### src/rtl/matmul_seq_ctrl.sv
// matmul_seq_ctrl: sequencing controller for the UART-driven matrix multiplier.
// Frames the received byte stream (start byte, size, A elements, B elements),
// writes operands into the A/B memories, starts the multiplier, then streams
// the N x N result back byte by byte (MSB first) through the UART TX handshake.
// Optional feature macro: RX_TIMEOUT_EN (inter-byte receive timeout).
module matmul_seq_ctrl #(
   parameter int         MAX_DIM        = 8,
   parameter int         RES_BYTES      = 2,
   parameter logic [7:0] START_BYTE     = 8'hA5,
   parameter int         TIMEOUT_CYCLES = 1000000,
   localparam int        SW             = $clog2(MAX_DIM + 1),
   localparam int        AW             = (MAX_DIM > 1) ? $clog2(MAX_DIM * MAX_DIM) : 1,
   localparam int        BW             = (RES_BYTES > 1) ? $clog2(RES_BYTES) : 1
) (
   input  logic          clk,
   input  logic          rst_n,
   input  logic          rx_valid,
   input  logic [7:0]    rx_data,
   input  logic          tx_busy,
   input  logic          mult_done,
   output logic          tx_start,
   output logic [AW-1:0] res_rd_addr,
   output logic [BW-1:0] res_byte_sel,
   output logic          mem_wr_en_a,
   output logic          mem_wr_en_b,
   output logic [AW-1:0] mem_wr_addr,
   output logic [7:0]    mem_wr_data,
   output logic          mult_start,
   output logic [SW-1:0] matrix_size,
   output logic [2:0]    state,
   output logic          busy,
   output logic          frame_done,
   output logic          err_size,
   output logic          err_timeout
);

   // Element counter is as wide as N*N so the last-element compare never truncates
   localparam int         CW    = 2 * SW;
   localparam int         TW    = $clog2(MAX_DIM * MAX_DIM * RES_BYTES + 1);
   localparam logic [8:0] MAX_B = 9'(MAX_DIM);

   localparam logic [2:0] S_IDLE    = 3'd0;
   localparam logic [2:0] S_RX_SIZE = 3'd1;
   localparam logic [2:0] S_RX_A    = 3'd2;
   localparam logic [2:0] S_RX_B    = 3'd3;
   localparam logic [2:0] S_COMPUTE = 3'd4;
   localparam logic [2:0] S_TX_SEND = 3'd5;
   localparam logic [2:0] S_TX_WAIT = 3'd6;

   logic [2:0]    state_q, state_d;
   logic [SW-1:0] size_q, size_d;
   logic [CW-1:0] elem_q, elem_d;
   logic [TW-1:0] txcnt_q, txcnt_d;
   logic          guard_q, guard_d;
   logic          err_size_q, err_size_d;
   logic          busy_q;
   logic          wr_a_q, wr_a_d;
   logic          wr_b_q, wr_b_d;
   logic [AW-1:0] wr_addr_q, wr_addr_d;
   logic [7:0]    wr_data_q, wr_data_d;
   logic          mstart_q, mstart_d;
   logic          txstart_q, txstart_d;
   logic          fdone_q, fdone_d;
   logic [AW-1:0] rd_addr_q, rd_addr_d;
   logic [BW-1:0] bsel_q, bsel_d;

   logic [CW-1:0] nn;
   logic [CW-1:0] nn_m1;
   logic [TW-1:0] tx_last;
   logic [TW-1:0] txcnt_inc;
   logic          start_ok;
   logic          size_ok;
   logic          to_expire;

   assign nn        = {{SW{1'b0}}, size_q} * {{SW{1'b0}}, size_q};
   assign nn_m1     = nn - CW'(1);
   assign tx_last   = TW'(nn) * TW'(RES_BYTES) - TW'(1);
   assign txcnt_inc = txcnt_q + TW'(1);
   assign start_ok  = rx_valid && (rx_data == START_BYTE);
   assign size_ok   = (rx_data != 8'd0) && ({1'b0, rx_data} <= MAX_B);

   // Next-state and next-output decode for the framing / compute / transmit sequence
   always_comb begin
      state_d    = state_q;
      size_d     = size_q;
      elem_d     = elem_q;
      txcnt_d    = txcnt_q;
      guard_d    = 1'b0;
      err_size_d = err_size_q;
      wr_a_d     = 1'b0;
      wr_b_d     = 1'b0;
      wr_addr_d  = wr_addr_q;
      wr_data_d  = wr_data_q;
      mstart_d   = 1'b0;
      txstart_d  = 1'b0;
      fdone_d    = 1'b0;
      rd_addr_d  = rd_addr_q;
      bsel_d     = bsel_q;
      case (state_q)
         S_IDLE: begin
            if (start_ok) begin
               state_d    = S_RX_SIZE;
               err_size_d = 1'b0;
            end
         end
         S_RX_SIZE: begin
            if (rx_valid) begin
               if (size_ok) begin
                  size_d  = SW'(rx_data);
                  elem_d  = '0;
                  state_d = S_RX_A;
               end else begin
                  err_size_d = 1'b1;
                  state_d    = S_IDLE;
               end
            end
         end
         S_RX_A, S_RX_B: begin
            if (rx_valid) begin
               wr_a_d    = (state_q == S_RX_A);
               wr_b_d    = (state_q == S_RX_B);
               wr_addr_d = AW'(elem_q);
               wr_data_d = rx_data;
               if (elem_q == nn_m1) begin
                  elem_d = '0;
                  if (state_q == S_RX_A) begin
                     state_d = S_RX_B;
                  end else begin
                     state_d  = S_COMPUTE;
                     mstart_d = 1'b1;
                  end
               end else begin
                  elem_d = elem_q + CW'(1);
               end
            end
         end
         S_COMPUTE: begin
            if (mult_done) begin
               state_d   = S_TX_SEND;
               txcnt_d   = '0;
               rd_addr_d = '0;
               bsel_d    = '0;
            end
         end
         S_TX_SEND: begin
            if (!tx_busy) begin
               txstart_d = 1'b1;
               guard_d   = 1'b1;
               state_d   = S_TX_WAIT;
            end
         end
         S_TX_WAIT: begin
            // guard_q marks the first cycle, where the UART has not yet raised busy
            if (!guard_q && !tx_busy) begin
               if (txcnt_q == tx_last) begin
                  fdone_d = 1'b1;
                  state_d = S_IDLE;
               end else begin
                  txcnt_d   = txcnt_inc;
                  rd_addr_d = AW'(txcnt_inc / TW'(RES_BYTES));
                  bsel_d    = BW'(txcnt_inc % TW'(RES_BYTES));
                  state_d   = S_TX_SEND;
               end
            end
         end
         default: state_d = S_IDLE;
      endcase
      if (to_expire) state_d = S_IDLE;
   end

   // FSM state, counters and sticky size error
   always_ff @(posedge clk or negedge rst_n) begin
      if (!rst_n) begin
         state_q    <= S_IDLE;
         size_q     <= '0;
         elem_q     <= '0;
         txcnt_q    <= '0;
         guard_q    <= 1'b0;
         err_size_q <= 1'b0;
         busy_q     <= 1'b0;
      end else begin
         state_q    <= state_d;
         size_q     <= size_d;
         elem_q     <= elem_d;
         txcnt_q    <= txcnt_d;
         guard_q    <= guard_d;
         err_size_q <= err_size_d;
         busy_q     <= (state_d != S_IDLE);
      end
   end

   // Registered memory, multiplier and transmit interface outputs
   always_ff @(posedge clk or negedge rst_n) begin
      if (!rst_n) begin
         wr_a_q    <= 1'b0;
         wr_b_q    <= 1'b0;
         wr_addr_q <= '0;
         wr_data_q <= '0;
         mstart_q  <= 1'b0;
         txstart_q <= 1'b0;
         fdone_q   <= 1'b0;
         rd_addr_q <= '0;
         bsel_q    <= '0;
      end else begin
         wr_a_q    <= wr_a_d;
         wr_b_q    <= wr_b_d;
         wr_addr_q <= wr_addr_d;
         wr_data_q <= wr_data_d;
         mstart_q  <= mstart_d;
         txstart_q <= txstart_d;
         fdone_q   <= fdone_d;
         rd_addr_q <= rd_addr_d;
         bsel_q    <= bsel_d;
      end
   end

`ifdef RX_TIMEOUT_EN
   localparam int             TOW     = $clog2(TIMEOUT_CYCLES + 1);
   localparam logic [TOW-1:0] TO_LAST = TOW'(TIMEOUT_CYCLES - 1);

   logic [TOW-1:0] to_cnt_q;
   logic           err_to_q;
   logic           rx_phase;

   assign rx_phase  = (state_q == S_RX_SIZE) || (state_q == S_RX_A) || (state_q == S_RX_B);
   // A byte arriving on the expiry cycle wins: expiry requires rx_valid low
   assign to_expire = rx_phase && !rx_valid && (to_cnt_q == TO_LAST);

   // Count idle cycles between received bytes; expiry aborts the frame
   always_ff @(posedge clk or negedge rst_n) begin
      if (!rst_n) begin
         to_cnt_q <= '0;
         err_to_q <= 1'b0;
      end else begin
         if (rx_phase && !rx_valid && !to_expire) to_cnt_q <= to_cnt_q + TOW'(1);
         else                                     to_cnt_q <= '0;
         if (state_q == S_IDLE && start_ok) err_to_q <= 1'b0;
         else if (to_expire)                err_to_q <= 1'b1;
      end
   end

   assign err_timeout = err_to_q;
`else
   logic unused_timeout_cfg;
   assign unused_timeout_cfg = ^TIMEOUT_CYCLES;
   assign to_expire          = 1'b0;
   assign err_timeout        = 1'b0;
`endif

   assign state        = state_q;
   assign busy         = busy_q;
   assign matrix_size  = size_q;
   assign err_size     = err_size_q;
   assign mem_wr_en_a  = wr_a_q;
   assign mem_wr_en_b  = wr_b_q;
   assign mem_wr_addr  = wr_addr_q;
   assign mem_wr_data  = wr_data_q;
   assign mult_start   = mstart_q;
   assign tx_start     = txstart_q;
   assign frame_done   = fdone_q;
   assign res_rd_addr  = rd_addr_q;
   assign res_byte_sel = bsel_q;

endmodule

### config.mk
export PLATFORM = sky130hd
export DESIGN_NAME = matmul_seq_ctrl
export DESIGN_NICKNAME = d
export VERILOG_FILES = /design/src/rtl/matmul_seq_ctrl.sv
export SDC_FILE = /design/constraint.sdc
export NUM_CORES = 1
export LEC_CHECK = 0
export ABC_CLOCK_PERIOD_IN_PS = 9100
export BUFFER_PORTS_ARGS = -buffer_cell sky130_fd_sc_hd__buf_4
export CAP_MARGIN = 0
export CORE_UTILIZATION = 50
export DETAILED_ROUTE_END_ITERATION = 16
export GPL_ROUTABILITY_DRIVEN = 1
export PLACE_DENSITY = 0.76
export RECOVER_POWER = 100
export SKIP_LAST_GASP = 1
export SYNTH_ARGS = -nofsm -noshare
export SYNTH_HDL_FRONTEND = slang
export SYNTH_SLANG_ARGS = --single-unit
### constraint.sdc
create_clock -name clk -period 9.1 [get_ports clk]
set_input_delay 0.455 -clock clk [delete_from_list [all_inputs] [get_ports clk]]
set_output_delay 0.455 -clock clk [all_outputs]
set_load 0.05 [all_outputs]
Word level (Yosys, flattened, before mapping)
Cells that the tools add are included.

storage, ports and cells
  bits in registers = 51
  output and inout bits = 36
  word-level logic and storage cells = 100
  input port bits = 13

cells by class
  mux-type cells = 45
  equal/unequal tests = 17
  reduce and logical (&&, ||, !) cells = 17
  add/subtract/negate cells = 4
  magnitude comparators = 1
  multipliers = 1

operators by type and width
  operator                                                                           count
  8-bit two-way mux                                                                  7
  8-bit one-hot mux with 2 select lines                                              2
  3-bit two-way mux                                                                  9
  1-bit two-way mux                                                                  19
  6-bit two-way mux                                                                  3
  3-bit one-hot mux with 6 select lines                                              1
  8-bit by 1-bit adder with 8-bit output (second input constant)                     2
  8-bit equality test                                                                2
  2-bit inequality test (second input constant)                                      8
  8-bit by 1-bit subtractor with 8-bit output (second input constant)                2
  6-bit one-hot mux with 2 select lines                                              1
  4-bit AND reduction                                                                3
  3-bit equality test (second input constant)                                        3
  8-bit equality test (second input constant)                                        1
  8-bit by 4-bit less-or-equal comparator with 1-bit output (second input constant)  1
  4-bit by 4-bit multiplier with 8-bit output                                        1
  8-bit nonzero test                                                                 1
  3-bit by 2-bit equality test with 1-bit output (second input constant)             2
  2-bit nonzero test                                                                 3
  1-bit one-hot mux with 2 select lines                                              2
  3-bit by 1-bit equality test with 1-bit output (second input constant)             1
  1-bit logical AND                                                                  3
  3-bit zero test                                                                    1
  3-bit AND reduction                                                                1
  5 further kinds                                                                    6

Depth between registers and ports, before layout
  depth in word-level cells = 7
  mapped depth = 12
  depth with buffers taken out = 9

Least setup slack after synthesis
OpenSTA, ideal clock, no wires.

  path kind = register to register
  start = register size_q[0] (netlist: matrix_size[0])
  end = register elem_q[5]
  path buffers = 3
  period minus slack after synthesis = 3.175 ns
  data required time = 9.001 ns
  data arrival time = 3.076 ns
  setup slack = 5.925 ns
  setup time = 0.099 ns
  stages on the path, launching flop included = 13
  cells stage by stage = dfrtp_1 clkbuf_2 and2_1 ha_1 nor3_2 nor2b_2 and2_4 xnor3_1 and4_1 buf_6 or2_1 buf_6 o311ai_4

between the ends
  word-level cells in the longest chain between the ends = 6

ends and longest elaborated chain
  element                                      RTL line  RTL
  from (decl)                                  51        logic [SW-1:0] size_q, size_d;
  from (signal assigned)                       183       size_q <= size_d;
  4-bit by 4-bit multiplier with 8-bit output  75        assign nn = {{SW{1'b0}}, size_q} * {{SW{1'b0}}, size_q};
  8-bit by 1-bit subtractor with 8-bit output  76        assign nn_m1 = nn - CW'(1);
  8-bit equality test                          124       if (elem_q == nn_m1) begin
  8-bit two-way mux                            124
  8-bit two-way mux                            119       if (rx_valid) begin
  8-bit one-hot mux with 2 select lines        99        case (state_q)
  to (signal assigned)                         184       elem_q <= elem_d;
  to (decl)                                    52        logic [CW-1:0] elem_q, elem_d;

Every way passes these cells. The select of a mux whose other input is x is not followed.
A chain may end at the register's enable or synchronous reset.

Worst setup path after layout
Ends and elaborated chain as after synthesis.

==> summary.txt <==
Run status
  – Status: finished, violations left
  – Failing checks: max-capacitance violations, max-slew violations

CTS
  – CTS tree: done
  – Root Buffer: clkbuf_8
  – Post-CTS sizing: 0
  – Clk Latency, worst-skew pair: about 0.3 ns
  – Num CTS Buffers: 5
  – CTS hold repair buffers: 0
  – Clock Sink Count: 44
  – Setup bufs post-CTS: 0
  – Clk pin slew, worst setup/hold paths: 0.08 ns
  – Max Buffers Root-to-Sink: 2
  – H-tree lvl count: 2

Floorplanning
  – Die area: between 5000 and 6000 um2
  – Row count: 25
  – I/O pins: 49
  – Die X: 74.1 um
  – Die Height: roughly 74 um
  – Starting Density: between 50% and 60%
  – Core area: ~4800 um2

Yosys
  – Synthesized area: 2600 um2
  – Post-synth top area cell: dfrtp_1
  – Top cells by area, synth: dfrtp_1 42%, mux2_2 8.2%, nand2_1 3.8%
  – Yosys warns: 0
  – Post-synth ARST share: between 90% and 100%
  – Post-synthesis cell type count: between 50 and 60
  – EDFF count, synth: 0
  – Syn Inst Count: 261
  – Net count after synthesis: between 200 and 300
  – Synth top area share: ~42%
  – Post-synthesis register bit count: 44
  – Synth Flop Type: dfrtp_1
  – Post-synthesis sequential area ratio: a little over two fifths
  – Syn_area_per_cell: between 9 and 10 um2

Critical path
  – Critical path's slowest cell: dfrtp_1
  – Worst stage delay on the critical path: between 0.5 and 0.6 ns
  – WS Path Type: flop to flop
  – Crit end category: flop
  – Crit path required time: 9.31 ns
  – Reg-to-Reg Start: matrix_size[0]
  – Critical path startpoint: matrix_size[0]
  – Flop-to-flop setup slack: slightly below 6 ns
  – CP most frequent cell: and2_0
  – Cells on worst reg2reg path: 9
  – Critical path cell sequence: and2_0 > ha_1 > nor3_1 > nor2b_1 > and2_0 > xnor3_1 > and4_1 > or2_0 > o311ai_4
  – Critical path endpoint: elem_q[5]
  – FF-to-FF End: elem_q[5]
  – CP Max Fanout: 14
  – CP arrival: 3.53 ns
  – Crit start category: flop

Global routing
  – Total Routing Usage GR: a little over a fifth
  – First-pass GRT wire length: 8.89 mm
  – Vias in the first global route: between 1500 and 2000
  – Grt total ovfl: 0
  – Antenna violations before repair: 0
  – Largest net degree at the start of global routing: 45

Finish
  – Final Cell Area: around 2800 um2
  – Fillers: between 400 and 500
  – Commonest non-fill, non-tap cells in the layout: 44 x dfrtp_1, 37 x clkbuf_1, 26 x nand2_1
  – Antenna Cells: 0
  – Fin nets: ~310
  – Layout area overhead: 9.63%
  – Commonest non-fill, non-tap cell in the layout: dfrtp_1
  – Layout cells sized above 1: ~15%

STA
  – Slew margin rel.: -51.4%
  – Crit path time final: 3.32 ns
  – Slew Limit Fails: 45
  – Total Neg Setup Slack: 0 ns
  – Slew at the pin closest to its max-slew limit: around 2.3 ns
  – Achievable Freq: 301 MHz
  – Final Hold Viols: 0
  – Period utilization: between 30% and 40%
  – Setup WS post-layout: ~5.8 ns
  – Count of final setup violators: 0
  – RSZ-0062 raised after global routing: false
  – Skew final: between 0.004 and 0.005 ns

Power and ir drop
  – P per Cell Area: 268 nW/um2
  – Peak supply drop: about 0.22 mV
  – LEAKAGE: 1.22 nW
  – Psw: 0.366 mW
  – Combinational power share: a little under half
  – Sequential power share: roughly two fifths
  – Int Power: just under 0.4 mW
  – Switching portion of total power: about 48%
  – Final Power: approximately 0.76 mW
  – Clock power frac: 15.5%

Route
  – Drt wl/cell: ~15 um
  – Routed WL: 5.28 mm
  – DRT iter0 DRCs: 85
  – Vias per cell: 5.53
  – DR vias: around 2000
  – DRT Pass-1 Iters: 4
  – Antenna viol nets, final: 0
  – DRC: 0

Place
  – Cell Area, Placed: around 2900 um2
  – PortBufs: 47
  – RD Place Congestion: 0.875
  – Pre-CTS WS: between 6 and 7 ns
  – HPWL after detailed placement: 3.86 mm

Worst hold path
  – Hold crit path type: input pin to flop

Run
  – Max cap viols: 1
==> synth_stat cells, types with 2 or more instances <==
cell type  number
nor3_1         10
a21o_1          2
nand2_1        26
buf_6           2
nand2b_1        3
clkbuf_1        5
nand4_1         2
a21boi_0        2
a21oi_1        13
o21a_1          2
o31ai_1         2
o211ai_1        4
and3_1          3
inv_1           5
xnor3_1         3
dfrtp_1        44
nand4b_1        3
nor2b_1         2
nand3_1         9
xor2_1          6
or4_1           4
buf_4           8
o21ai_1         2
o21ai_0        15
or3_1           6
mux2_2         19
xnor2_1         9
or2_2           3
nor2_1         12
and2_1          6
ha_1            5
buf_1           2
==> power by group through the flow <==
stage                     logic (mW)  clock network (mW)  registers (mW)
after floorplan                0.175                   0           0.412
after global placement         0.387                   0           0.295
after detailed placement       0.391                   0           0.298
after CTS                      0.393               0.122           0.295
after global routing           0.377               0.128           0.303
final                          0.352               0.118           0.294
==> final cells by class <==
class / instances / area (um2) / share of cell area (%)
Multi-Input combinational cell: 193 / 1350 / 47.4
Sequential cell: 44 / 1100 / 38.7
Inverter: 5 / 18.8 / 0.659
Timing Repair Buffer: 47 / 214 / 7.51
Clock buffer: 5 / 68.8 / 2.42
Tap cell: 67 / 83.8 / 2.94
Clock inverter: 2 / 12.5 / 0.439
==> per-stage QoR <==
stage / hold slack, ns / util (%) / instances
floorplan: 0.159 / - / 261
global placement: 0.479 / 60.1 / 356
detailed placement: 0.482 / 60.1 / 356
CTS: 0.151 / 61.8 / 363
global route: 0.346 / 58.7 / 363
finish: 0.354 / 58.7 / 363
==> layer usage <==
metal	vias up	share of wire (%)	GRT usage (%)
met4	0	1.3	7.48
met5	-	0	0
met2	36	48	36.0
met3	7	4.1	5.83
li1	987	-	-
met1	978	46	27.7
==> critical path, delay by kind of cell (launching register included) <==
kind	cells	cell delay [ns]
compound gates	1	0.31
xor+xnor	1	0.21
simple gates	6	1.87
fa+ha+maj	1	0.34
flops	1	0.51
==> sequential cells by signal, indices dropped and copies added, names as in the netlist, 3 cells and up <==
| signal | count |
|---|---|
| matrix_size | 4 |
| state | 3 |
| mem_wr_addr | 6 |
| elem_q | 8 |
| txcnt_q | 7 |
| mem_wr_data | 8 |
==> worst min-delay path by stage <==
stage | start | to | slack [ns] | cells after the start
2_1_floorplan | rst_n | busy | 0.16 | 0
3_3_place_gp | rst_n | mem_wr_data[4] | 0.48 | 1
3_5_place_dp | rst_n | mem_wr_data[3] | 0.48 | 1
4_1_cts | rst_n | mem_wr_data[3] | 0.15 | 1
5_1_grt | tx_busy | tx_start | 0.35 | 2
6_report | tx_busy | tx_start | 0.35 | 2
==> kinds of logic after synthesis <==
| group | Yosys count | share of synthesized area [%] |
|---|---|---|
| buffers and inverters | 24 | 5.30 |
| muxes | 19 | 8.24 |
| DFF | 44 | 42.4 |
| xor gates and xnor gates | 19 | 8.29 |
| and+or+nand+nor | 101 | 21.2 |
| AOI/OAI and AO/OA | 48 | 12.0 |
| adders and majority gates | 5 | 2.41 |
| other | 1 | 0.144 |
Note: power is estimated with default switching activity, not from simulation.
